File: config.mk
export PLATFORM = sky130hd
export DESIGN_NAME = icap_trig_ctrl
export DESIGN_NICKNAME = d
export VERILOG_FILES = /design/src/rtl/icap_trig_ctrl.sv
export SDC_FILE = /design/constraint.sdc
export NUM_CORES = 1
export LEC_CHECK = 0
export CORE_MARGIN = 2
export CORE_UTILIZATION = 45
export CTS_CLUSTER_DIAMETER = 40
export CTS_CLUSTER_SIZE = 40
export DETAILED_ROUTE_END_ITERATION = 8
export PLACE_DENSITY = 0.66
export RECOVER_POWER = 50
export SLEW_MARGIN = 5
export SYNTH_ARGS = -nofsm -noshare
export SYNTH_HDL_FRONTEND = slang
export SYNTH_SLANG_ARGS = --single-unit
File: constraint.sdc
create_clock -name I_clk -period 5 [get_ports I_clk]
set_clock_uncertainty 0.05 [all_clocks]
set_input_delay 0.75 -clock I_clk [delete_from_list [all_inputs] [get_ports I_clk]]
set_output_delay 0.75 -clock I_clk [all_outputs]
set_load 0.05 [all_outputs]
File: src/rtl/icap_trig_ctrl.sv
// Reboot trigger sequencer: authorises a request by key, waits a guard delay,
// pulses the ICAP controller enable, then collects the result with bounded retries.
module icap_trig_ctrl #(
  parameter logic [31:0] P_KEY     = 32'hA5_5A_C3_3C,
  parameter logic [15:0] P_GUARD   = 16'd1000,
  parameter logic [7:0]  P_EN_LEN  = 8'd16,
  parameter logic [23:0] P_TIMEOUT = 24'd1_000_000,
  parameter logic [1:0]  P_RETRY   = 2'd2
) (
  input  logic        I_clk,
  input  logic        I_rst,
  input  logic        I_cmd_valid,
  output logic        O_cmd_ready,
  input  logic [31:0] I_cmd_key,
  input  logic        I_cmd_abort,
  output logic        O_icap_en,
  input  logic        I_icap_done,
  input  logic        I_icap_err,
  input  logic        I_st_err,
  output logic        O_busy,
  output logic        O_sts_valid,
  output logic [2:0]  O_sts_code,
  output logic [1:0]  O_retry_cnt
);

  typedef enum logic [2:0] {
    S_IDLE   = 3'd0,
    S_CHECK  = 3'd1,
    S_GUARD  = 3'd2,
    S_TRIG   = 3'd3,
    S_WAIT   = 3'd4,
    S_RETRY  = 3'd5,
    S_REPORT = 3'd6
  } state_e;

  state_e      state_q, state_d;
  logic [31:0] key_q;
  logic [23:0] cnt_q, cnt_d;
  logic [2:0]  code_d;
  logic [1:0]  retry_q;
  logic        ready_q, en_q, busy_q, sts_valid_q;
  logic [2:0]  sts_code_q;
  logic        accept;

  assign accept = I_cmd_valid && ready_q;

  // One shared counter times GUARD, TRIG and WAIT; it restarts on every state change.
  always_comb begin
    state_d = state_q;
    code_d  = sts_code_q;
    cnt_d   = cnt_q + 24'd1;
    case (state_q)
      S_IDLE: if (accept) state_d = S_CHECK;
      S_CHECK: begin
        if (key_q == P_KEY) begin
          state_d = S_GUARD;
        end else begin
          state_d = S_REPORT;
          code_d  = 3'd2;
        end
      end
      S_GUARD: begin
        if (I_cmd_abort) begin
          state_d = S_REPORT;
          code_d  = 3'd6;
        end else if (cnt_q == {8'd0, P_GUARD - 16'd1}) begin
          state_d = S_TRIG;
        end
      end
      S_TRIG: begin
        if (I_cmd_abort) begin
          state_d = S_REPORT;
          code_d  = 3'd6;
        end else if (cnt_q == {16'd0, P_EN_LEN - 8'd1}) begin
          state_d = S_WAIT;
        end
      end
      S_WAIT: begin
        if (I_cmd_abort) begin
          state_d = S_REPORT;
          code_d  = 3'd6;
        end else if (I_st_err) begin
          state_d = S_REPORT;
          code_d  = 3'd4;
        end else if (I_icap_err) begin
          if (retry_q < P_RETRY) begin
            state_d = S_RETRY;
          end else begin
            state_d = S_REPORT;
            code_d  = 3'd3;
          end
        end else if (I_icap_done) begin
          state_d = S_REPORT;
          code_d  = 3'd1;
        end else if (cnt_q == P_TIMEOUT - 24'd1) begin
          if (retry_q < P_RETRY) begin
            state_d = S_RETRY;
          end else begin
            state_d = S_REPORT;
            code_d  = 3'd5;
          end
        end
      end
      S_RETRY:  state_d = S_GUARD;
      S_REPORT: state_d = S_IDLE;
      default:  state_d = S_IDLE;
    endcase
    if (state_d != state_q || !(state_q inside {S_GUARD, S_TRIG, S_WAIT})) begin
      cnt_d = 24'd0;
    end
  end

  // Outputs are decoded from the next state so they line up with the state register.
  always_ff @(posedge I_clk) begin
    if (I_rst) begin
      state_q     <= S_IDLE;
      key_q       <= 32'd0;
      cnt_q       <= 24'd0;
      retry_q     <= 2'd0;
      ready_q     <= 1'b0;
      en_q        <= 1'b0;
      busy_q      <= 1'b0;
      sts_valid_q <= 1'b0;
      sts_code_q  <= 3'd0;
    end else begin
      state_q <= state_d;
      cnt_q   <= cnt_d;
      if (accept) begin
        key_q   <= I_cmd_key;
        retry_q <= 2'd0;
      end else if (state_q == S_RETRY && retry_q != 2'd3) begin
        retry_q <= retry_q + 2'd1;
      end
      ready_q     <= (state_d == S_IDLE);
      en_q        <= (state_d == S_TRIG);
      busy_q      <= (state_d != S_IDLE);
      sts_valid_q <= (state_d == S_REPORT);
      if (state_d == S_REPORT) sts_code_q <= code_d;
    end
  end

  assign O_cmd_ready = ready_q;
  assign O_icap_en   = en_q;
  assign O_busy      = busy_q;
  assign O_sts_valid = sts_valid_q;
  assign O_sts_code  = sts_code_q;
  assign O_retry_cnt = retry_q;

endmodule

==> results.toml, run 1 <==
[critical_path]
cpMaxStageDelayCell = "or3_1"
worst_setup_path_end_kind = "flop"
cp-start-kind = "primary input"
slowest_delay_ns = 0.92
worstReg2RegStart = "cnt_q[0]"
worstPathCellList = "clkdlybuf4s50_1 -> or2_2 -> or2_2 -> o41ai_4 -> or3_1 -> a211oi_1"
critical-path-top-delay-family = "simple AND/OR/NAND/NOR gates"
cp.arrival_ns = 3.44
worst_ep_required_time_ns = 5.13
path_buf_inv = 1
critPathMaxFanout = 24
critPathLaunch = "I_cmd_abort"
critical_path_class = "in -> reg"
cp_common_cell = "or2_2"

[clock_tree]
cts_tree = "done"
htree_levels = 3
cts_resized = 0
cts.path.max_buffers = 2
clkLatencyLatePin_ns = 0.34
post_cts_buffers = 0
clk_pin_slew_worst_paths_ns = 0.07
clock-sinks = 68
cts-hold-fix-buffers = 0
cts_made_buffers = 9
root_buffer = "clkbuf_8"

[route]
viasPerCell = 5.26
drc = 0
firstDrtPassIters = 4
ant_nets = 0
drt_iter0_drc = 116
wl_per_cell_um = 13.5
wirelength_um = 7020
num_vias = 2725

[placement]
dp.final_hpwl_um = 4830
postPlaceCellArea_mm2 = 0.00378
finalWeightedCongestion = 0.835
place_ws_ns = 1.33
dp.cells = 502
numPortBuffers = 47

[sta]
hold_viol = 0
slew_headroom_pct = -8.32
worst_pin_slew_ns = 1.62
fin_crit_ns = 3.30
fin_tns_setup_ns = 0
whs_ns = 0.401
slew_viol_final = 35
min_period_over_period_pct = 66.1
setup_violations = 0
fmaxAchievable_ghz = 0.303
grt_setup_unrepaired = "no"
fin_ws_ns = 1.70

[global_route]
grtUsageMet1_pct = 24.8
overflow = 0
top_usage_layer = "met2"
grt_first_pass_wirelength_um = 11800
grt_usage_pct = 19.2
antenna_found_initial = 0
grt_use_met3_pct = 5.08
grt_max_degree = 43
grtUsageMet2_pct = 30.8
grt_pass1_vias = 2574

[floorplan]
die_h_um = 89.4
start_util_pct = 45.8
rows = 31
die_w_um = 89.4
dieArea_mm2 = 0.00800
io_pins = 48
core-area_mm2 = 0.00718

[logic_synthesis]
ys_types = 55
synth_seq_cells = 68
synthCells = 374
yosysSeqAreaShare_pct = 41.4
synth_edf_count = 0
synth_flop_cell = "dfxtp_1"
netlist_area_mm2 = 0.00328
avgSynthCellArea_um2 = 8.78
synth-async-reset-ratio_pct = 0
synth_fp_nets = 415
ys_warn_count = 0

[worst_hold_path]
min_from = "key_q[2]"
hold_class = "reg -> reg"

[finish]
final_cell_mix = "75 x nand2_1, 68 x dfxtp_1, 41 x clkdlybuf4s50_1"
syn_to_final_growth_pct = 21.0
fin_cells = 518
final_nets = 455
drive_above_1_share_pct = 11.2
fillCellCount = 671
antenna_cells = 0
stdcell_area_mm2 = 0.00397
mostFrequentLayoutCell = "nand2_1"

[job]
drv_cap = 1

[pwr]
ir_drop_uv = 178
leakagePower_nw = 1.29
cellPowerDensity_mw_per_mm2 = 372

[run_status]
violations = "capacitance limit, slew limit"
status = "finished, violations left"
[worst reg2reg max path: stages, from the launching register on]
cell      delay, ns
dfxtp_1        0.39
ha_1           0.24
and4_1         0.30
nand2_1        0.14
or3_4          0.37
o41ai_4        0.29
or3_1          0.92
a211oi_1       0.18
[stage by stage]
step / total power [mW] / util, %
floorplan: 0.959 / -
global placement: 1.05 / 52.7
detailed placement: 1.06 / 52.7
CTS: 1.50 / 55.4
global route: 1.56 / 55.4
finish: 1.48 / 55.4
[path summary, 6_finish.rpt]
| kind | to | slack (ns) | depth (start not counted) |
|---|---|---|---|
| max | cnt_q[14] | 1.70 | 6 |
| min | key_q[2] | 0.40 | 2 |
| max reg2reg | cnt_q[14] | 1.96 | 7 |
| min reg2reg | key_q[2] | 0.40 | 2 |
[cell type report]
class / count / area [um2] / area share (%)
repair buffers: 51 / 500 / 12.6
clock inverters: 6 / 63.8 / 1.61
flip-flops and latches: 68 / 1360 / 34.3
clock buffers: 10 / 128 / 3.21
multi-input cells: 274 / 1760 / 44.3
inverters: 10 / 37.5 / 0.945
well taps: 99 / 124 / 3.12
[cells in the mapped netlist, types with 5 or more instances]
master,count,area share [%]
xnor2_1,17,4.5
nand4_1,8,1.5
a21oi_1,39,5.9
nor2_1,19,2.2
clkbuf_1,13,1.5
nand2_1,75,8.6
a211oi_2,16,6.1
inv_1,10,1.1
nand3_1,12,1.8
nor3_1,10,1.5
a211oi_1,5,1.1
xor2_1,7,1.9
dfxtp_1,68,41
[where the power goes]
part / switching [mW] / internal (mW)
registers: 0.0423 / 0.595
clock network: 0.209 / 0.230
logic: 0.267 / 0.136
[registers in the layout, summed over array words and instances, names as in the netlist]
register,count
O_icap_en,1
O_busy,1
O_retry_cnt,2
cnt_q,24
O_sts_valid,1
state_q,3
O_sts_code,3
O_cmd_ready,1
key_q,32
[kinds of logic (layout without fill, tap and decap cells)]
family / count (synthesis) / in the layout / synth area share, %
AOI/OAI and AO/OA: 86 / 86 / 20.5
adders and majority gates: 2 / 2 / 0.762
buffers and inverters: 32 / 77 / 5.03
and+or+nand+nor: 161 / 161 / 25.6
DFF: 68 / 68 / 41.4
muxes: 1 / 1 / 0.305
xor gates and xnor gates: 24 / 24 / 6.40
[routing by layer]
layer	wire length (um)	vias up
met5	0	-
li1	-	1408
met4	91	0
met3	353	7
met1	3330	1253
met2	3240	57
No activity file was read; power rests on OpenSTA's default activity.
==> run 2: changes to the inputs <==
Clock period 5 ns to 3.3 ns, I/O delays scaled along.
==> results.toml, run 2 (same netlist as run 1, synthesis figures left out) <==
[run_status]
status = "finished clean"

[critical_path]
worstReg2RegStart = "cnt_q[0]"
path_buf_inv = 1
reg2reg_to = "cnt_q[10]"
cp.arrival_ns = 2.80
worstPathCellList = "ha_1 -> and4_1 -> nand2_1 -> o31ai_1 -> a2111oi_2 -> o211ai_1 -> buf_4 -> a211oi_1"
worst_setup_path_end_kind = "flop"
reg2regPathDepth = 8
regToRegSetupSlack_ns = 0.71
critPathMaxFanout = 20
cpMaxStageDelayCell = "a2111oi_2"
critical_path_class = "reg -> reg"
cp-start-kind = "flop"
critical-path-top-delay-family = "compound AO/OA/AOI/OAI gates"
worst_ep_required_time_ns = 3.51
slowest_delay_ns = 0.65

[pwr]
net-switching-power_mw = 0.797
combPwrFrac_pct = 26.8
leakagePower_nw = 1.31
cellPowerDensity_mw_per_mm2 = 575
p_total_mw = 2.30
ir_drop_uv = 291
p_seq_share_pct = 42.1
clkPwrFrac_pct = 31.1
p_int_mw = 1.51
netSwitchingFraction_pct = 34.6

[route]
wl_per_cell_um = 14.0
firstDrtPassIters = 4
num_vias = 2781
ant_nets = 0
wirelength_um = 7290
drt_iter0_drc = 147
drc = 0
viasPerCell = 5.35

[placement]
postPlaceCellArea_mm2 = 0.00380
dp.cells = 504
place_ws_ns = 0.394
finalWeightedCongestion = 0.819
numPortBuffers = 47
dp.final_hpwl_um = 5030

[sta]
fin_ws_ns = 0.712
slew_viol_final = 0
setup_violations = 0
min_period_over_period_pct = 78.4
grt_setup_unrepaired = "no"
fin_tns_setup_ns = 0
hold_viol = 0
worst_pin_slew_ns = 1.38
fmaxAchievable_ghz = 0.386
fin_crit_ns = 2.59
slew_headroom_pct = 8.27

[worst_hold_path]
hold_class = "reg -> reg"
min_delay_path_depth = 2
min_from = "key_q[5]"
min_to = "key_q[5]"

[clock_tree]
clkLatencyLatePin_ns = 0.35
cts.path.max_buffers = 2
cts_made_buffers = 9
cts_resized = 0
cts-hold-fix-buffers = 0
clk_pin_slew_worst_paths_ns = 0.07
cts_tree = "done"
root_buffer = "clkbuf_8"
post_cts_buffers = 0
htree_levels = 3
clock-sinks = 68

[finish]
regMostFlops = "key_q"
mostFrequentLayoutCell = "nand2_1"
top_regs = "key_q x32, cnt_q x24"
final_nets = 457
syn_to_final_growth_pct = 21.9
final_cell_mix = "75 x nand2_1, 68 x dfxtp_1, 42 x clkdlybuf4s50_1"
stdcell_area_mm2 = 0.00400
largest_reg_flops = 32
fin_cells = 520
fillCellCount = 712
antenna_cells = 0
drive_above_1_share_pct = 11.6

[floorplan]
rows = 31
io_pins = 48
core-area_mm2 = 0.00718
start_util_pct = 45.8
dieArea_mm2 = 0.00800
die_h_um = 89.4
die_w_um = 89.4

[global_route]
overflow = 0
grt_usage_pct = 20.2
grt_pass1_vias = 2671
grt_max_degree = 42
grt_first_pass_wirelength_um = 12300
antenna_found_initial = 0

[job]
drv_cap = 0
## run 2: through the flow
step	hold WS [ns]	util, %
floorplan	0.381	-
global placement	0.388	52.9
detailed placement	0.395	52.9
CTS	0.406	55.9
global route	0.420	55.8
finish	0.403	55.8
## run 2: tightest hold or removal path, stage by stage (launching register included)
cell     delay, ns
dfxtp_1       0.31
nand2_1       0.05
a21oi_1       0.05
## run 2: final cells by class
type	count	area [um2]	area share [%]
multi-input cells	274	1760	43.9
flip-flops and latches	68	1360	34.0
repair buffers	53	512	12.8
clock buffers	11	151	3.78
well taps	99	124	3.09
clock inverters	5	60.1	1.50
inverters	10	37.5	0.938
## run 2: layer usage
| metal | part of all wire, % | track usage [%] |
|---|---|---|
| met2 | 48 | 31.1 |
| met5 | 0 | 0 |
| met1 | 46 | 26.5 |
| met3 | 5.2 | 6.65 |
| met4 | 1.2 | 6.92 |
## run 2: power groups by stage
stage | clock network [mW] | logic [mW] | registers (mW)
finish | 0.716 | 0.618 | 0.969
global route | 0.770 | 0.682 | 0.981
CTS | 0.732 | 0.627 | 0.969
detailed placement | 0 | 0.623 | 0.987
global placement | 0 | 0.619 | 0.984
floorplan | 0 | 0.432 | 1.02
## run 2: worst max-delay path by stage
stage                         from         to  slack (ns)  depth (start not counted)
floorplan           O_retry_cnt[1]   cnt_q[0]        1.10                          7
global route              cnt_q[0]  cnt_q[10]        0.50                          8
CTS                       cnt_q[0]  cnt_q[10]        0.70                          8
global placement       I_cmd_abort  cnt_q[15]        0.44                          7
finish                    cnt_q[0]  cnt_q[10]        0.71                          8
detailed placement     I_cmd_abort  cnt_q[13]        0.39                          7
